File: src/rtl/ram_arbiter_if.sv
// CPU-side and host-side signal bundle of the program/data RAM arbiter.
// slave = arbiter side, master = CPU/host side.
interface ram_arbiter_if #(
  parameter int ADDR_W = 4,
  parameter int DATA_W = 8
);
  logic [15:0]       ctrl_wrd;
  logic [DATA_W-1:0] bus_in;
  logic              cpu_idle;
  logic              cpu_hold;
  logic [DATA_W-1:0] ram_out;
  logic              ram_oe;
  logic              host_req;
  logic              host_valid;
  logic              host_we;
  logic [ADDR_W-1:0] host_addr;
  logic [DATA_W-1:0] host_wdata;
  logic              host_gnt;
  logic              host_ack;
  logic [DATA_W-1:0] host_rdata;
  logic              cpu_conflict;

  modport slave (
    input  ctrl_wrd, bus_in, cpu_idle,
    input  host_req, host_valid, host_we, host_addr, host_wdata,
    output cpu_hold, ram_out, ram_oe,
    output host_gnt, host_ack, host_rdata, cpu_conflict
  );

  modport master (
    output ctrl_wrd, bus_in, cpu_idle,
    output host_req, host_valid, host_we, host_addr, host_wdata,
    input  cpu_hold, ram_out, ram_oe,
    input  host_gnt, host_ack, host_rdata, cpu_conflict
  );
endinterface

File: src/rtl/ram_arbiter.sv
// Program/data RAM + MAR shared between the microcoded CPU and a host loader port.
// Optional fairness limit on host operations per grant: define RAM_ARB_FAIR_EN.
module ram_arbiter #(
  parameter int ADDR_W = 4,
  parameter int DATA_W = 8
`ifdef RAM_ARB_FAIR_EN
  , parameter int HOST_MAX = 8
`endif
) (
  input logic         CLK,
  input logic         RST,
  ram_arbiter_if.slave bus
);

  typedef enum logic [1:0] {
    S_CPU  = 2'd0,
    S_WAIT = 2'd1,
    S_HOST = 2'd2
  } state_e;

  state_e            state_q, state_d;
  logic [ADDR_W-1:0] mar_q, mar_d;
  logic              hold_q, hold_d;
  logic              gnt_q, gnt_d;
  logic              ack_q, ack_d;
  logic              conflict_q, conflict_d;
  logic [DATA_W-1:0] rdata_q, rdata_d;

  logic [DATA_W-1:0] mem [0:(1<<ADDR_W)-1];

  logic              mi_s, rr_s, rw_s;
  logic              cpu_side_s;
  logic              host_op_s;
  logic              req_ok_s;
  logic              last_op_s;
  logic              mem_we_s;
  logic [ADDR_W-1:0] mem_waddr_s;
  logic [DATA_W-1:0] mem_wdata_s;
  logic              unused_ctrl_s;

  assign mi_s       = bus.ctrl_wrd[11];
  assign rr_s       = bus.ctrl_wrd[10];
  assign rw_s       = bus.ctrl_wrd[9];
  assign cpu_side_s = (state_q != S_HOST);
  assign host_op_s  = (state_q == S_HOST) && bus.host_req && bus.host_valid;
  assign unused_ctrl_s = ^{bus.ctrl_wrd[15:12], bus.ctrl_wrd[8:0]};

`ifdef RAM_ARB_FAIR_EN
  localparam int CNT_W = $clog2(HOST_MAX + 1);

  logic [CNT_W-1:0] cnt_q, cnt_d;
  logic             lock_q, lock_d;
  logic             seen_low_q, seen_low_d;

  assign last_op_s = host_op_s && (cnt_q == CNT_W'(HOST_MAX - 1));
  assign req_ok_s  = bus.host_req && !lock_q;

  // Lockout is released only after one full CPU instruction: idle seen low, then high.
  always_comb begin
    cnt_d      = cnt_q;
    lock_d     = lock_q;
    seen_low_d = seen_low_q;
    if (state_q != S_HOST) begin
      cnt_d = '0;
    end else if (host_op_s) begin
      cnt_d = cnt_q + CNT_W'(1);
    end else begin
      cnt_d = cnt_q;
    end
    if (last_op_s) begin
      lock_d     = 1'b1;
      seen_low_d = 1'b0;
    end else if (lock_q && !bus.cpu_idle) begin
      seen_low_d = 1'b1;
    end else if (lock_q && seen_low_q) begin
      lock_d     = 1'b0;
      seen_low_d = 1'b0;
    end else begin
      lock_d     = lock_q;
      seen_low_d = seen_low_q;
    end
  end

  always_ff @(posedge CLK) begin
    if (RST) begin
      cnt_q      <= '0;
      lock_q     <= 1'b0;
      seen_low_q <= 1'b0;
    end else begin
      cnt_q      <= cnt_d;
      lock_q     <= lock_d;
      seen_low_q <= seen_low_d;
    end
  end
`else
  assign last_op_s = 1'b0;
  assign req_ok_s  = bus.host_req;
`endif

  always_comb begin
    state_d    = state_q;
    mar_d      = mar_q;
    rdata_d    = rdata_q;
    conflict_d = conflict_q;
    ack_d      = host_op_s;

    case (state_q)
      S_CPU: begin
        if (req_ok_s) begin
          state_d = S_WAIT;
        end else begin
          state_d = S_CPU;
        end
      end
      S_WAIT: begin
        if (!bus.host_req) begin
          state_d = S_CPU;
        end else if (bus.cpu_idle) begin
          state_d = S_HOST;
        end else begin
          state_d = S_WAIT;
        end
      end
      S_HOST: begin
        if (!bus.host_req || last_op_s) begin
          state_d = S_CPU;
        end else begin
          state_d = S_HOST;
        end
      end
      default: begin
        state_d = S_CPU;
      end
    endcase

    hold_d = (state_d != S_CPU);
    gnt_d  = (state_d == S_HOST);

    if (cpu_side_s && mi_s) begin
      mar_d = bus.bus_in[ADDR_W-1:0];
    end else begin
      mar_d = mar_q;
    end

    // CPU strobes while the host owns the RAM are dropped and flagged.
    if (!cpu_side_s && (mi_s || rr_s || rw_s)) begin
      conflict_d = 1'b1;
    end else begin
      conflict_d = conflict_q;
    end

    if (host_op_s && !bus.host_we) begin
      rdata_d = mem[bus.host_addr];
    end else begin
      rdata_d = rdata_q;
    end
  end

  // Single write port; the owning side selects address and data.
  always_comb begin
    mem_we_s    = 1'b0;
    mem_waddr_s = mar_q;
    mem_wdata_s = bus.bus_in;
    if (RST) begin
      mem_we_s = 1'b0;
    end else if (host_op_s) begin
      mem_we_s    = bus.host_we;
      mem_waddr_s = bus.host_addr;
      mem_wdata_s = bus.host_wdata;
    end else if (cpu_side_s && rw_s) begin
      mem_we_s = 1'b1;
    end else begin
      mem_we_s = 1'b0;
    end
  end

  always_ff @(posedge CLK) begin
    if (mem_we_s) begin
      mem[mem_waddr_s] <= mem_wdata_s;
    end
  end

  always_ff @(posedge CLK) begin
    if (RST) begin
      state_q    <= S_CPU;
      mar_q      <= '0;
      hold_q     <= 1'b0;
      gnt_q      <= 1'b0;
      ack_q      <= 1'b0;
      conflict_q <= 1'b0;
      rdata_q    <= '0;
    end else begin
      state_q    <= state_d;
      mar_q      <= mar_d;
      hold_q     <= hold_d;
      gnt_q      <= gnt_d;
      ack_q      <= ack_d;
      conflict_q <= conflict_d;
      rdata_q    <= rdata_d;
    end
  end

  assign bus.ram_out      = mem[mar_q];
  assign bus.ram_oe       = cpu_side_s && rr_s;
  assign bus.cpu_hold     = hold_q;
  assign bus.host_gnt     = gnt_q;
  assign bus.host_ack     = ack_q;
  assign bus.host_rdata   = rdata_q;
  assign bus.cpu_conflict = conflict_q;

endmodule

File: src/flat_wrapper.sv
// flat-port wrapper written by rule: the top's interface ports become plain ports
module ram_arbiter_flat 
#(
  parameter int ADDR_W = 4,
  parameter int DATA_W = 8

)
  (CLK, RST, bus_ctrl_wrd, bus_bus_in, bus_cpu_idle, bus_host_req, bus_host_valid, bus_host_we, bus_host_addr, bus_host_wdata, bus_cpu_hold, bus_ram_out, bus_ram_oe, bus_host_gnt, bus_host_ack, bus_host_rdata, bus_cpu_conflict);
  ram_arbiter_if #(.ADDR_W(ADDR_W), .DATA_W(DATA_W)) bus_i ();
  input logic CLK;
  input logic RST;
  input wire logic [$bits(bus_i.ctrl_wrd)-1:0] bus_ctrl_wrd;
  input wire logic [$bits(bus_i.bus_in)-1:0] bus_bus_in;
  input wire logic [$bits(bus_i.cpu_idle)-1:0] bus_cpu_idle;
  input wire logic [$bits(bus_i.host_req)-1:0] bus_host_req;
  input wire logic [$bits(bus_i.host_valid)-1:0] bus_host_valid;
  input wire logic [$bits(bus_i.host_we)-1:0] bus_host_we;
  input wire logic [$bits(bus_i.host_addr)-1:0] bus_host_addr;
  input wire logic [$bits(bus_i.host_wdata)-1:0] bus_host_wdata;
  output wire logic [$bits(bus_i.cpu_hold)-1:0] bus_cpu_hold;
  output wire logic [$bits(bus_i.ram_out)-1:0] bus_ram_out;
  output wire logic [$bits(bus_i.ram_oe)-1:0] bus_ram_oe;
  output wire logic [$bits(bus_i.host_gnt)-1:0] bus_host_gnt;
  output wire logic [$bits(bus_i.host_ack)-1:0] bus_host_ack;
  output wire logic [$bits(bus_i.host_rdata)-1:0] bus_host_rdata;
  output wire logic [$bits(bus_i.cpu_conflict)-1:0] bus_cpu_conflict;
  assign bus_i.ctrl_wrd = bus_ctrl_wrd;
  assign bus_i.bus_in = bus_bus_in;
  assign bus_i.cpu_idle = bus_cpu_idle;
  assign bus_i.host_req = bus_host_req;
  assign bus_i.host_valid = bus_host_valid;
  assign bus_i.host_we = bus_host_we;
  assign bus_i.host_addr = bus_host_addr;
  assign bus_i.host_wdata = bus_host_wdata;
  assign bus_cpu_hold = bus_i.cpu_hold;
  assign bus_ram_out = bus_i.ram_out;
  assign bus_ram_oe = bus_i.ram_oe;
  assign bus_host_gnt = bus_i.host_gnt;
  assign bus_host_ack = bus_i.host_ack;
  assign bus_host_rdata = bus_i.host_rdata;
  assign bus_cpu_conflict = bus_i.cpu_conflict;
  ram_arbiter #(.ADDR_W(ADDR_W), .DATA_W(DATA_W)) u_core (.CLK(CLK), .RST(RST), .bus(bus_i));
endmodule
File: config.mk
export PLATFORM = sky130hd
export DESIGN_NAME = ram_arbiter_flat
export DESIGN_NICKNAME = d
export VERILOG_FILES = /design/src/rtl/ram_arbiter_if.sv /design/src/rtl/ram_arbiter.sv /design/src/flat_wrapper.sv
export SDC_FILE = /design/constraint.sdc
export NUM_CORES = 1
export LEC_CHECK = 0
export BUFFER_PORTS_ARGS = -buffer_cell sky130_fd_sc_hd__buf_2
export CORE_ASPECT_RATIO = 1.1
export CORE_MARGIN = 3
export CORE_UTILIZATION = 25
export CTS_BUF_LIST = sky130_fd_sc_hd__clkbuf_4
export CTS_CLUSTER_DIAMETER = 80
export DETAILED_ROUTE_END_ITERATION = 8
export SYNTH_ARGS = -nofsm -noshare
export SYNTH_HDL_FRONTEND = slang
export SYNTH_SLANG_ARGS = --single-unit
File: constraint.sdc
create_clock -name CLK -period 2.4 [get_ports CLK]
set_input_delay 0.24 -clock CLK [delete_from_list [all_inputs] [get_ports CLK]]
set_output_delay 0.24 -clock CLK [all_outputs]
set_load 0.05 [all_outputs]
# Word level (Yosys, flattened, before mapping)
# Memory sizes are Yosys's and may differ from the RTL's. A register that Yosys moved wholly into a read port is not among the register bits.
# Cells that the tools add are included.
totals:
  register_bits: 10
  latch_bits: 0
  mem_bits_rw: 128
  mem_bits_ro: 0
  in_bits: 42
  output_inout_bits: 21
  word_cells: 40
  mem_count: 1
memory_table:
  columns: ["memory", "depth", "word_bits", "read_ports", "rd_ports_with_merged_regs", "write_ports", "line_no", "rtl"]
  rows:
  - ["u_core.mem", 16, 8, 2, 2, 1, "ram_arbiter.sv:29", "logic [DATA_W-1:0] mem [0:(1<<ADDR_W)-1];"]
op_classes:
  n_addsub: 0
  n_mul: 0
  n_div: 0
  magnitude_cmp: 0
  eq_ne: 4
  n_shift: 0
  mux: 16
  bitwise_logic: 0
  reduce_logical: 13
op_table:
  columns: ["cell", "count"]
  rows:
  - ["4-bit two-way mux", 4]
  - ["8-bit two-way mux", 2]
  - ["1-bit logical AND", 7]
  - ["1-bit two-way mux", 6]
  - ["2-bit two-way mux", 3]
  - ["2-bit one-hot mux with 3 select lines", 1]
  - ["2-bit equality test (second input constant)", 2]
  - ["2-bit by 1-bit equality test with 1-bit output (second input constant)", 1]
  - ["1-bit zero test", 2]
  - ["2-bit zero test", 1]
  - ["1-bit logical OR", 2]
  - ["2-bit inequality test (second input constant)", 1]
  - ["2-bit nonzero test", 1]

# Logic depth before layout (Yosys ltp)
# Gate-level depths: netlist of run 1.
depth:
  word_depth: 7
  mapped_depth: 7
  mapped_depth_nobuf: 5

# Least setup slack after synthesis of run 1
# No wires, ideal clock.
synth_path:
  path_kind: "reg2reg"
  from: "register u_core.state_q[1]"
  to: "memory u_core.mem[12][0] (enable)"
  setup_time_ns: 0.383
  t_arrival_ns: 1.927
  t_required_ns: 2.017
  setup_slack_ns: 0.089
  path_stages_with_launch: 7
  path_buffers: 2
  period_less_slack_ns: 2.311
  path_cell_list: "dfxtp_1 and4b_1 clkbuf_1 nand2_1 buf_2 mux2i_1 nor3_1"
synth_between:
  elab_chain_cells: 7
  word_cells_on_any_way: 12
  cone_classes: "2 x eq/ne; 7 x mux; 3 x reduce/logical"
synth_rtl:
  columns: ["item", "line_no", "rtl"]
  rows:
  - ["start, declared", "ram_arbiter.sv:21", "state_e state_q, state_d;"]
  - ["start signal, assigned", "ram_arbiter.sv:193", "state_q <= state_d;"]
  - ["2-bit inequality test or 2-bit equality test (tied branches)", "ram_arbiter.sv:44, ram_arbiter.sv:45", null]
  - ["1-bit logical AND (on tied branches)", "ram_arbiter.sv:170, ram_arbiter.sv:45", null]
  - ["1-bit two-way mux or 1-bit logical AND (tied branches)", "ram_arbiter.sv:170, ram_arbiter.sv:45", null]
  - ["1-bit two-way mux", "ram_arbiter.sv:166", "end else if (host_op_s) begin"]
  - ["1-bit two-way mux", "ram_arbiter.sv:164", "if (RST) begin"]
  - ["1-bit two-way mux", "ram_arbiter.sv:178", "if (mem_we_s) begin"]
  - ["1-bit two-way mux (implied by the code)", "ram_arbiter.sv:179", "mem[mem_waddr_s] <= mem_wdata_s;"]
  - ["end, declared", "ram_arbiter.sv:29", null]
# Several ways; a longest one is shown, not always the timed one.

==> metrics.md, run 1 <==
| Metric | Value |
|---|---|
| Run status | finished with violations |
| Violated checks | negative setup slack |
| Mean post-synth cell area | 18.14 µm² |
| Number of flops mapped to enable cells by yosys | 128 |
| Cell Rows | 63 |
| Worst-Skew Late Latency | 570 ps |
| Initial antenna violation count | 1 |
| Crit path launch type | flop |
| Final HPWL from detailed placement | 12440 µm |
| Setup crit end kind | output port |
| CTS sink count | 150 |
| Initial core utilization | 25.42% |
| Crit path top cell by count | mux4_2 |
| Async SR Flop Fraction | 0% |
| Vias per Instance | 4.966 |
| Clock transition at the registers of the reported paths | 120 ps |
| Initial DRC Count | 449 |
| Die Y | 179.9 µm |
| Synthesis-stage register bit count | 150 |
| Max IR drop VDD | 0.2506 mV |
| Required @ worst endpoint | 2160 ps |
| Power Density | 615.6 nW/µm² |
| Total routed wirelength | 18910 µm |
| Syn_nets | 421 |
| Final hold vios | 0 |
| Post-synth top area cell | edfxtp_1 |
| Critical Path Slowest Stage Cell | mux4_2 |
| Synth unique cells | 38 |
| Core ar. | 27040 µm² |
| Gr usage total | 13.27% |
| Post-layout nets | 517 |
| CP max FO | 8 |
| CTS H-tree depth | 4 |
| Post-DRT Antenna Nets | 0 |
| Area contributors post-synth | edfxtp_1, mux4_2, dfxtp_1 |
| Register area share after synthesis | 62.32% |
| Pwr Total | 5117 µW |
| First-pass GRT wire length | 28390 µm |
| Clock Skews | 15.33 ps |
| Crit path cell chain | buf_12, buf_16, mux4_2, mux4_2, buf_8 |
| DR vias | 4201 |
| GP Congestion | 0.8378 |
| Worst-Margin Slew | 977.6 ps |
| Vias in the first global route | 4363 |
| CTS tree | built |
| TritonCTS buffer count | 17 |
| Period minus WS final | 2708 ps |
| WHS | 37.84 ps |
| Crit path kind | flop to output port |
| Pleak | 0.002780 µW |
| Area grow syn2layout | 20.91% |
| Max Buffers Root-to-Sink | 2 |
| Unrepaired setup endpoints after global routing | yes |
| Cells after Synth | 379 |
| Synth top cells by count | edfxtp_1, mux4_2, nand2_1 |
| # IOs | 63 |
| Share of cells above drive strength 1 | 41.60% |
| DRC viols | 0 |
| Max Cap Viol | 0 |
| Avg WL per Cell | 22.36 µm |
| Bufs and invs on worst path | 3 |
| Max frequency | 0.3693 GHz |
| Worst path max stage delay | 520 ps |
| Grt ovf | 0 |
| CTS root buf | clkbuf_4 |
| Multi-input logic area | 2454 µm² |
| Port Buffers | 49 |
| # fillers | 2631 |
| Rel. slew slack | 34.54% |
| CP Data Arrival Time | 2470 ps |
| Tcrit/Tclk final | 112.8% |
| Cell with the most instances after synthesis | edfxtp_1 |
| Final WS setup | -308.2 ps |
| Top Family by Delay on Critical Path | multiplexers |
| Count of final max-slew check failures | 0 |
| Setup WS pre-CTS | 150.6 ps |
| Ys Warns | 0 |
| Die W | 164.1 µm |
| Setup-failing EPs final | 8 |
| Register area | 4288 µm² |
| Worst hold path class | primary input to flop |
| DR pass1 iterations | 5 |
| Largest net degree at the start of global routing | 33 |
| Mapped Area | 6874 µm² |
| Die area | 29530 µm² |
| Synth Flop Type | edfxtp_1 |
| Synth top area share | 55.92% |
-- cells in the final DEF, fill, tap and decap left out, drive strengths merged --
cell type	instances
edfxtp	128
nand2b	2
clkbuf	21
inv	3
mux2	9
buf	92
nor4	1
diode	1
clkinvlp	1
clkinv	8
nand3b	1
mux2i	9
mux4	72
nor3	10
a211o	1
a22oi	1
and2	1
bufinv	3
nand4b	1
dfxtp	22
nor2b	4
o21ai	2
or4	2
o211ai	1
a22o	1
nand3	5
nor3b	1
nor4b	3
and4b	1
nor2	18
a21oi	8
a211oi	2
nand2	32
dlygate4sd3	10
a221o	8
a31oi	4
-- final timing paths --
| path | start | depth (start not counted) | end | slack, ps |
|---|---|---|---|---|
| worst max-delay path | flop | 5 | bus_ram_out[3] | -310 |
| worst min-delay path | bus_ctrl_wrd[10] | 5 | u_core.bus.cpu_conflict$_SDFFE_PP0P_ | 40 |
| worst max register to register | u_core.state_q[1]$_SDFF_PP0_ | 6 | u_core.mem[15][7]$_DFFE_PP_ | 160 |
| worst min register to register | u_core.bus.cpu_conflict$_SDFFE_PP0P_ | 2 | u_core.bus.cpu_conflict$_SDFFE_PP0P_ | 500 |
-- worst register-to-register path: cells and delay by family (launching register included) --
kind          cells  cell delay, ps
mux               1             200
flops             1             420
buf+inv           2             450
simple gates      3             890
-- registers in the layout, indices dropped and copies added (netlist names), named ones only --
name                     count
u_core.bus.host_gnt          1
u_core.bus.cpu_conflict      1
u_core.mem                 128
u_core.bus.cpu_hold          1
u_core.mar_q                 4
u_core.state_q               2
u_core.bus.host_rdata        8
u_core.bus.host_ack          1
-- metal layers --
| metal | share of wire [%] | GRT usage (%) | vias to the layer above |
|---|---|---|---|
| li1 | - | - | 1783 |
| met1 | 45 | 18.70 | 2189 |
| met2 | 46 | 19.54 | 205 |
| met3 | 7.7 | 4.241 | 24 |
| met4 | 1.8 | 4.061 | 0 |
| met5 | 0 | 0 | - |
-- report_power, final --
part,switching [µW],internal [µW]
registers,20.9,2850
logic,326,274
clock network,888,756
-- metrics by stage --
step	util, %	setup TNS [ps]	cells	instance area [µm²]
2_1_floorplan	-	0	379	6874
3_5_place_dp	28.71	0	799	7764
4_1_cts	30.86	-2690	847	8344
3_3_place_gp	28.71	0	799	7764
5_1_grt	30.74	-2903	846	8312
6_report	30.74	-2271	846	8312
-- cells by family (layout without fill, tap and decap cells) --
group	Yosys count	count (layout)	synth area share, %
and+or+nand+nor	82	82	5.806
buffers and inverters	29	138	2.166
AOI/OAI and AO/OA	28	28	2.949
muxes	90	90	26.76
DFF	150	150	62.32
other	0	1	0
-- final cells by class --
| cell class | instances | share of cell area, % |
|---|---|---|
| multi-input cells | 200 | 29.52 |
| inverters | 4 | 0.1806 |
| repair buffers | 102 | 9.800 |
| flip-flops and latches | 150 | 51.59 |
| diodes | 1 | 0.03011 |
| well taps | 357 | 5.374 |
| clock inverters | 11 | 1.611 |
| clock buffers | 21 | 1.897 |
-- timing repair --
action                     CTS  global route
gates resized for setup     25             4
setup endpoints to repair    8            55
buffers inserted             3             0
hold buffers                10             0
gates cloned                 3             0
hold endpoints to repair    12             0
pin swaps                    0             0
No activity file was read; power rests on OpenSTA's default activity.
==> run 2: changes to the inputs <==
--- a/config.mk
+++ b/config.mk
@@ -8,10 +8,12 @@
 export BUFFER_PORTS_ARGS = -buffer_cell sky130_fd_sc_hd__buf_2
 export CORE_ASPECT_RATIO = 1.1
 export CORE_MARGIN = 3
-export CORE_UTILIZATION = 25
+export CORE_UTILIZATION = 50
 export CTS_BUF_LIST = sky130_fd_sc_hd__clkbuf_4
 export CTS_CLUSTER_DIAMETER = 80
 export DETAILED_ROUTE_END_ITERATION = 8
+export PLACE_DENSITY = 0.72
 export SYNTH_ARGS = -nofsm -noshare
 export SYNTH_HDL_FRONTEND = slang
 export SYNTH_SLANG_ARGS = --single-unit
+export TNS_END_PERCENT = 5
==> run 2 against run 1 <==
- the run still ends with negative setup slack left
- combinational power shrank 0.7%
- utilization grew 30 points
- critical path type unchanged
- via count grew 0.29%
- die area shrank 49%
==> metrics.md, run 2 (same netlist as run 1, synthesis figures left out) <==
| Metric | Value |
|---|---|
| Run status | finished with violations |
| Violated checks | negative setup slack |
| WHS | 67.09 ps |
| Vias per Instance | 6.260 |
| Comb pwr share | 11.8% |
| Sequential share of power | 56.7% |
| Diode count | 0 |
| Final hold vios | 0 |
| Net load switching power | 1210 µW |
| Fin area | 8128 µm² |
| Crit path kind | flop to output port |
| Commonest cells after routing, fill and taps aside | edfxtp_1, mux4_2, buf_2, buf_4, nand2_1 |
| CTS tree | built |
| Count of final max-slew check failures | 0 |
| Net Sw Frac | 23.88% |
| Largest register FFs | 128 |
| Post-layout nets | 518 |
| Dpl cell area | 7540 µm² |
| Post-placement cell count | 625 |
| Worst-Margin Slew | 827.5 ps |
| Max frequency | 0.3751 GHz |
| Pint | 3855 µW |
| Rel. slew slack | 44.59% |
| First-pass GRT wire length | 26230 µm |
| Period minus WS final | 2666 ps |
| Vias in the first global route | 4354 |
| Die W | 117.8 µm |
| Clock transition at the registers of the reported paths | 140 ps |
| Cell Rows | 44 |
| Power Density | 623.1 nW/µm² |
| Gr usage total | 23.91% |
| Initial DRC Count | 473 |
| Port Buffers | 49 |
| R2r setup slk | 130 ps |
| Most common cell after layout, fill and taps aside | edfxtp_1 |
| Fin cells | 673 |
| Required @ worst endpoint | 2160 ps |
| Final WS setup | -266.2 ps |
| Avg WL per Cell | 25.41 µm |
| Tcrit/Tclk final | 111.1% |
| Post-DRT Antenna Nets | 0 |
| Largest net degree at the start of global routing | 33 |
| Final HPWL from detailed placement | 11050 µm |
| Core ar. | 13320 µm² |
| Total routed wirelength | 17100 µm |
| CTS root buf | clkbuf_4 |
| Die Y | 129.0 µm |
| DRC viols | 0 |
| Max IR drop VDD | 0.4143 mV |
| Grt ovf | 0 |
| Clock power frac | 31.5% |
| Initial core utilization | 51.60% |
| Area grow syn2layout | 18.24% |
| Max Cap Viol | 0 |
| Unrepaired setup endpoints after global routing | yes |
| Largest Register | u_core.mem |
| TritonCTS buffer count | 17 |
| Worst hold path class | primary input to flop |
| Pleak | 0.002788 µW |
| Worst-Skew Late Latency | 550 ps |
| GP Congestion | 0.8599 |
| Share of cells above drive strength 1 | 41.51% |
| Initial antenna violation count | 0 |
| Clock Skews | 24.52 ps |
| # IOs | 63 |
| Crit path launch type | flop |
| CTS H-tree depth | 4 |
| CTS sink count | 150 |
| DR pass1 iterations | 5 |
| Setup-failing EPs final | 8 |
| DR vias | 4213 |
| Max Buffers Root-to-Sink | 2 |
| Die area | 15190 µm² |
| Setup crit end kind | output port |
| CP max FO | 8 |
| CP Data Arrival Time | 2430 ps |
[run 2: critical path: stages (launching register included)]
cell,delay [ps]
dfxtp_4,420
buf_12,120
buf_16,140
mux4_2,500
mux4_2,530
buf_8,180
[run 2: through the flow]
step | power, µW | TNS (ps) | utilization, % | setup slack, ps
global placement | 3444 | 0 | 56.59 | 165.6
CTS | 5104 | -2403 | 61.09 | -341.6
finish | 5065 | -1946 | 61.01 | -266.2
detailed placement | 3457 | 0 | 56.59 | 64.77
floorplan | 3292 | 0 | - | 89.22
global route | 5251 | -2671 | 61.01 | -349.3
[run 2: path summary, 6_finish.rpt]
| check | start | end | depth (start not counted) |
|---|---|---|---|
| min | bus_ctrl_wrd[9] | u_core.bus.cpu_conflict$_SDFFE_PP0P_ | 5 |
| max | flop | bus_ram_out[7] | 5 |
| min reg2reg | u_core.bus.host_rdata[5]$_SDFFE_PP0P_ | u_core.bus.host_rdata[5]$_SDFFE_PP0P_ | 1 |
| max reg2reg | u_core.state_q[0]$_SDFF_PP0_ | u_core.mem[2][4]$_DFFE_PP_ | 5 |
[run 2: area by class of cell]
type / instances / area, µm²
multi-input combinational: 200 / 2446
inverter: 4 / 15.01
timing repair buffer: 103 / 853.3
clock buffer: 18 / 135.1
tap: 184 / 230.2
sequential: 150 / 4288
clock inverter: 14 / 160.2
fill: 982 / 5195
[run 2: power by group through the flow]
| stage | logic [µW] | clock network (µW) | registers, µW |
|---|---|---|---|
| 3_5_place_dp | 525 | 0 | 2930 |
| 6_report | 596 | 1590 | 2870 |
| 5_1_grt | 630 | 1740 | 2880 |
| 4_1_cts | 601 | 1630 | 2870 |
| 2_1_floorplan | 364 | 0 | 2930 |
| 3_3_place_gp | 515 | 0 | 2930 |
[run 2: repair_timing]
| item | in CTS | in global routing |
|---|---|---|
| endpoints found under the hold margin | 13 | 0 |
| endpoints found under the setup margin | 8 | 24 |
| hold buffers | 11 | 0 |
| buffers inserted | 3 | 0 |
| cloned | 3 | 0 |
| resized for setup | 23 | 3 |
[run 2: metal layers]
layer	track usage [%]	part of all wire [%]	routed length [µm]
met5	0	0	0
met3	6.505	8.0	1369
met2	39.24	50	8547
met1	31.13	40	6755
met4	8.897	2.5	427
==> run 3: changes to the inputs <==
--- a/config.mk
+++ b/config.mk
@@ -11,8 +11,9 @@
 export CORE_UTILIZATION = 50
 export CTS_BUF_LIST = sky130_fd_sc_hd__clkbuf_4
 export CTS_CLUSTER_DIAMETER = 80
+export CTS_CLUSTER_SIZE = 16
 export DETAILED_ROUTE_END_ITERATION = 8
-export PLACE_DENSITY = 0.72
+export PLACE_DENSITY = 0.69
 export SYNTH_ARGS = -nofsm -noshare
 export SYNTH_HDL_FRONTEND = slang
 export SYNTH_SLANG_ARGS = --single-unit
==> constraint.sdc (replaced) <==
create_clock -name CLK -period 2.9 [get_ports CLK]
set_input_delay 0.29 -clock CLK [delete_from_list [all_inputs] [get_ports CLK]]
set_output_delay 0.29 -clock CLK [all_outputs]
set_load 0.05 [all_outputs]
==> run 3 against run 2 <==
- the run now ends clean
- cell count shrank 4.2%
- sequential share of layout area grew 2.7 points
- utilization shrank 3.0 points
- setup slack gained 400 ps
- clock skew shrank 2.4 ps
==> metrics.md, run 3 (same netlist as run 1, synthesis figures left out) <==
| Metric | Value |
|---|---|
| Area grow syn2layout | 12.41% |
| Worst hold path class | primary input to flop |
| Post-DRT Antenna Nets | 0 |
| Largest Register | u_core.mem |
| Clock transition at the registers of the reported paths | 130 ps |
| CTS root buf | clkbuf_4 |
| Worst hold stages | 3 |
| Post-layout util | 58.00% |
| Power Density | 521.3 nW/µm² |
| Die area | 15190 µm² |
| # IOs | 63 |
| CTS sink count | 150 |
| Count of final max-slew check failures | 0 |
| Dpl cell area | 7442 µm² |
| Pwr Total | 4028 µW |
| Largest net degree at the start of global routing | 37 |
| Core ar. | 13320 µm² |
| Max Cap Viol | 0 |
| Required @ worst endpoint | 2610 ps |
| Worst-Skew Late Latency | 530 ps |
| Setup-failing EPs final | 0 |
| Die Y | 129.0 µm |
| Max frequency | 0.3616 GHz |
| Setup TNS | 0 ps |
| Critical R2R Capture | u_core.mem[12][7]$_DFFE_PP_ |
| Share of cells above drive strength 1 | 38.83% |
| Vias in the first global route | 4098 |
| First-pass GRT wire length | 24050 µm |
| Pleak | 0.002600 µW |
| DR vias | 4015 |
| Port Buffers | 49 |
| CP max FO | 32 |
| GP Congestion | 0.7712 |
| Final HPWL from detailed placement | 10440 µm |
| Clock Skews | 22.12 ps |
| Cell Rows | 44 |
| R2r setup slk | 600 ps |
| Initial core utilization | 51.60% |
| Wl on met1 | 6147 µm |
| Run status | completed |
| Most common cell after layout, fill and taps aside | edfxtp_1 |
| Post-layout nets | 491 |
| Commonest cells after routing, fill and taps aside | edfxtp_1, mux4_2, buf_2, nand2_1, buf_4 |
| CP Data Arrival Time | 2480 ps |
| Hold Startpoint | bus_bus_in[3] |
| Vias per Instance | 6.225 |
| Initial DRC Count | 315 |
| Period minus WS final | 2765 ps |
| Tcrit/Tclk final | 95.35% |
| Avg WL per Cell | 24.38 µm |
| Initial antenna violation count | 1 |
| Grt ovf | 0 |
| Crit path launch type | flop |
| RR Startpoint | u_core.state_q[1]$_SDFF_PP0_ |
| Total routed wirelength | 15730 µm |
| CTS tree | built |
| Diode count | 0 |
| Max Buffers Root-to-Sink | 2 |
| FF-to-FF path depth | 6 |
| Largest register FFs | 128 |
| Gr usage total | 21.78% |
| Final hold vios | 0 |
| DR top layer | met5 |
| DR pass1 iterations | 5 |
| Worst-Margin Slew | 773.8 ps |
| DRC viols | 0 |
| CTS H-tree depth | 4 |
| Rel. slew slack | 48.22% |
| DR WL met2 | 8018 µm |
| Unrepaired setup endpoints after global routing | no |
| Max IR drop VDD | 0.2460 mV |
| Fin area | 7727 µm² |
| Setup crit end kind | output port |
| TritonCTS buffer count | 17 |
| Crit path kind | flop to output port |
| Die W | 117.8 µm |
| Worst Hold Path EP | u_core.mar_q[3]$_SDFFE_PP0P_ |
| WL met3 | 1104 µm |
-- run 3: cell types whose count changed in the layout (fill, tap and decap cells not counted), moves of 3 or more --
cell / delta
clkinv_1: +3
buf_8: -3
clkinv_2: -5
buf_16: -3
buf_6: -6
dlygate4sd3_1: -9
buf_2: +8
buf_4: -13
clkbuf_4: +3
-- run 3: through the flow --
step | instances | hold slack (ps) | worst slack, ps
6_report | 645 | 45.97 | 134.8
5_1_grt | 645 | 2.451 | 1.200
4_1_cts | 645 | 10.89 | 78.19
3_5_place_dp | 612 | 464.5 | 531.7
3_3_place_gp | 612 | 448.1 | 571.1
2_1_floorplan | 379 | 392.5 | 589.2
-- run 3: worst max path at each step --
| stage | start | endpoint | slack [ps] | cells after the start |
|---|---|---|---|---|
| floorplan | u_core.state_q[1]$_SDFF_PP0_ | u_core.mem[12][0]$_DFFE_PP_ | 590 | 6 |
| global placement | bus_host_addr[2] | u_core.mem[12][6]$_DFFE_PP_ | 570 | 5 |
| detailed placement | bus_host_addr[2] | u_core.mem[12][6]$_DFFE_PP_ | 530 | 5 |
| CTS | flop | bus_ram_out[2] | 80 | 4 |
| global route | flop | bus_ram_out[0] | 1 | 4 |
| finish | flop | bus_ram_out[2] | 130 | 4 |
-- run 3: metal layers --
| metal | up-vias | GRT usage (%) |
|---|---|---|
| li1 | 1726 | - |
| met4 | 2 | 9.172 |
| met1 | 2114 | 27.35 |
| met2 | 139 | 36.20 |
| met5 | - | 0 |
| met3 | 34 | 6.110 |
-- run 3: what timing repair did --
item | CTS | global route
hold buffers | 2 | 0
resized for setup | 0 | 0
buffers inserted | 0 | 0
setup endpoints to repair | 0 | 0
endpoints found under the hold margin | 2 | 0
-- run 3: layout make-up --
type	count	area [µm²]
inverters	4	15.01
clock buffers	21	157.7
multi-input cells	200	2441
flip-flops and latches	150	4285
fillers	1049	5595
clock inverters	10	107.6
repair buffers	76	490.5
well taps	184	230.2
-- run 3: critical path: stages, from the launching register on --
cell and delay (ps):
dfxtp_2 350, buf_12 260, mux4_2 590, mux4_2 500
buf_2 230
-- run 3: power breakdown --
part           leakage [µW]  internal (µW)  switching (µW)
sequential          0.00133           2360            18.8
clock              0.000138            536             693
combinational       0.00113            176             244
total               0.00260           3070             955
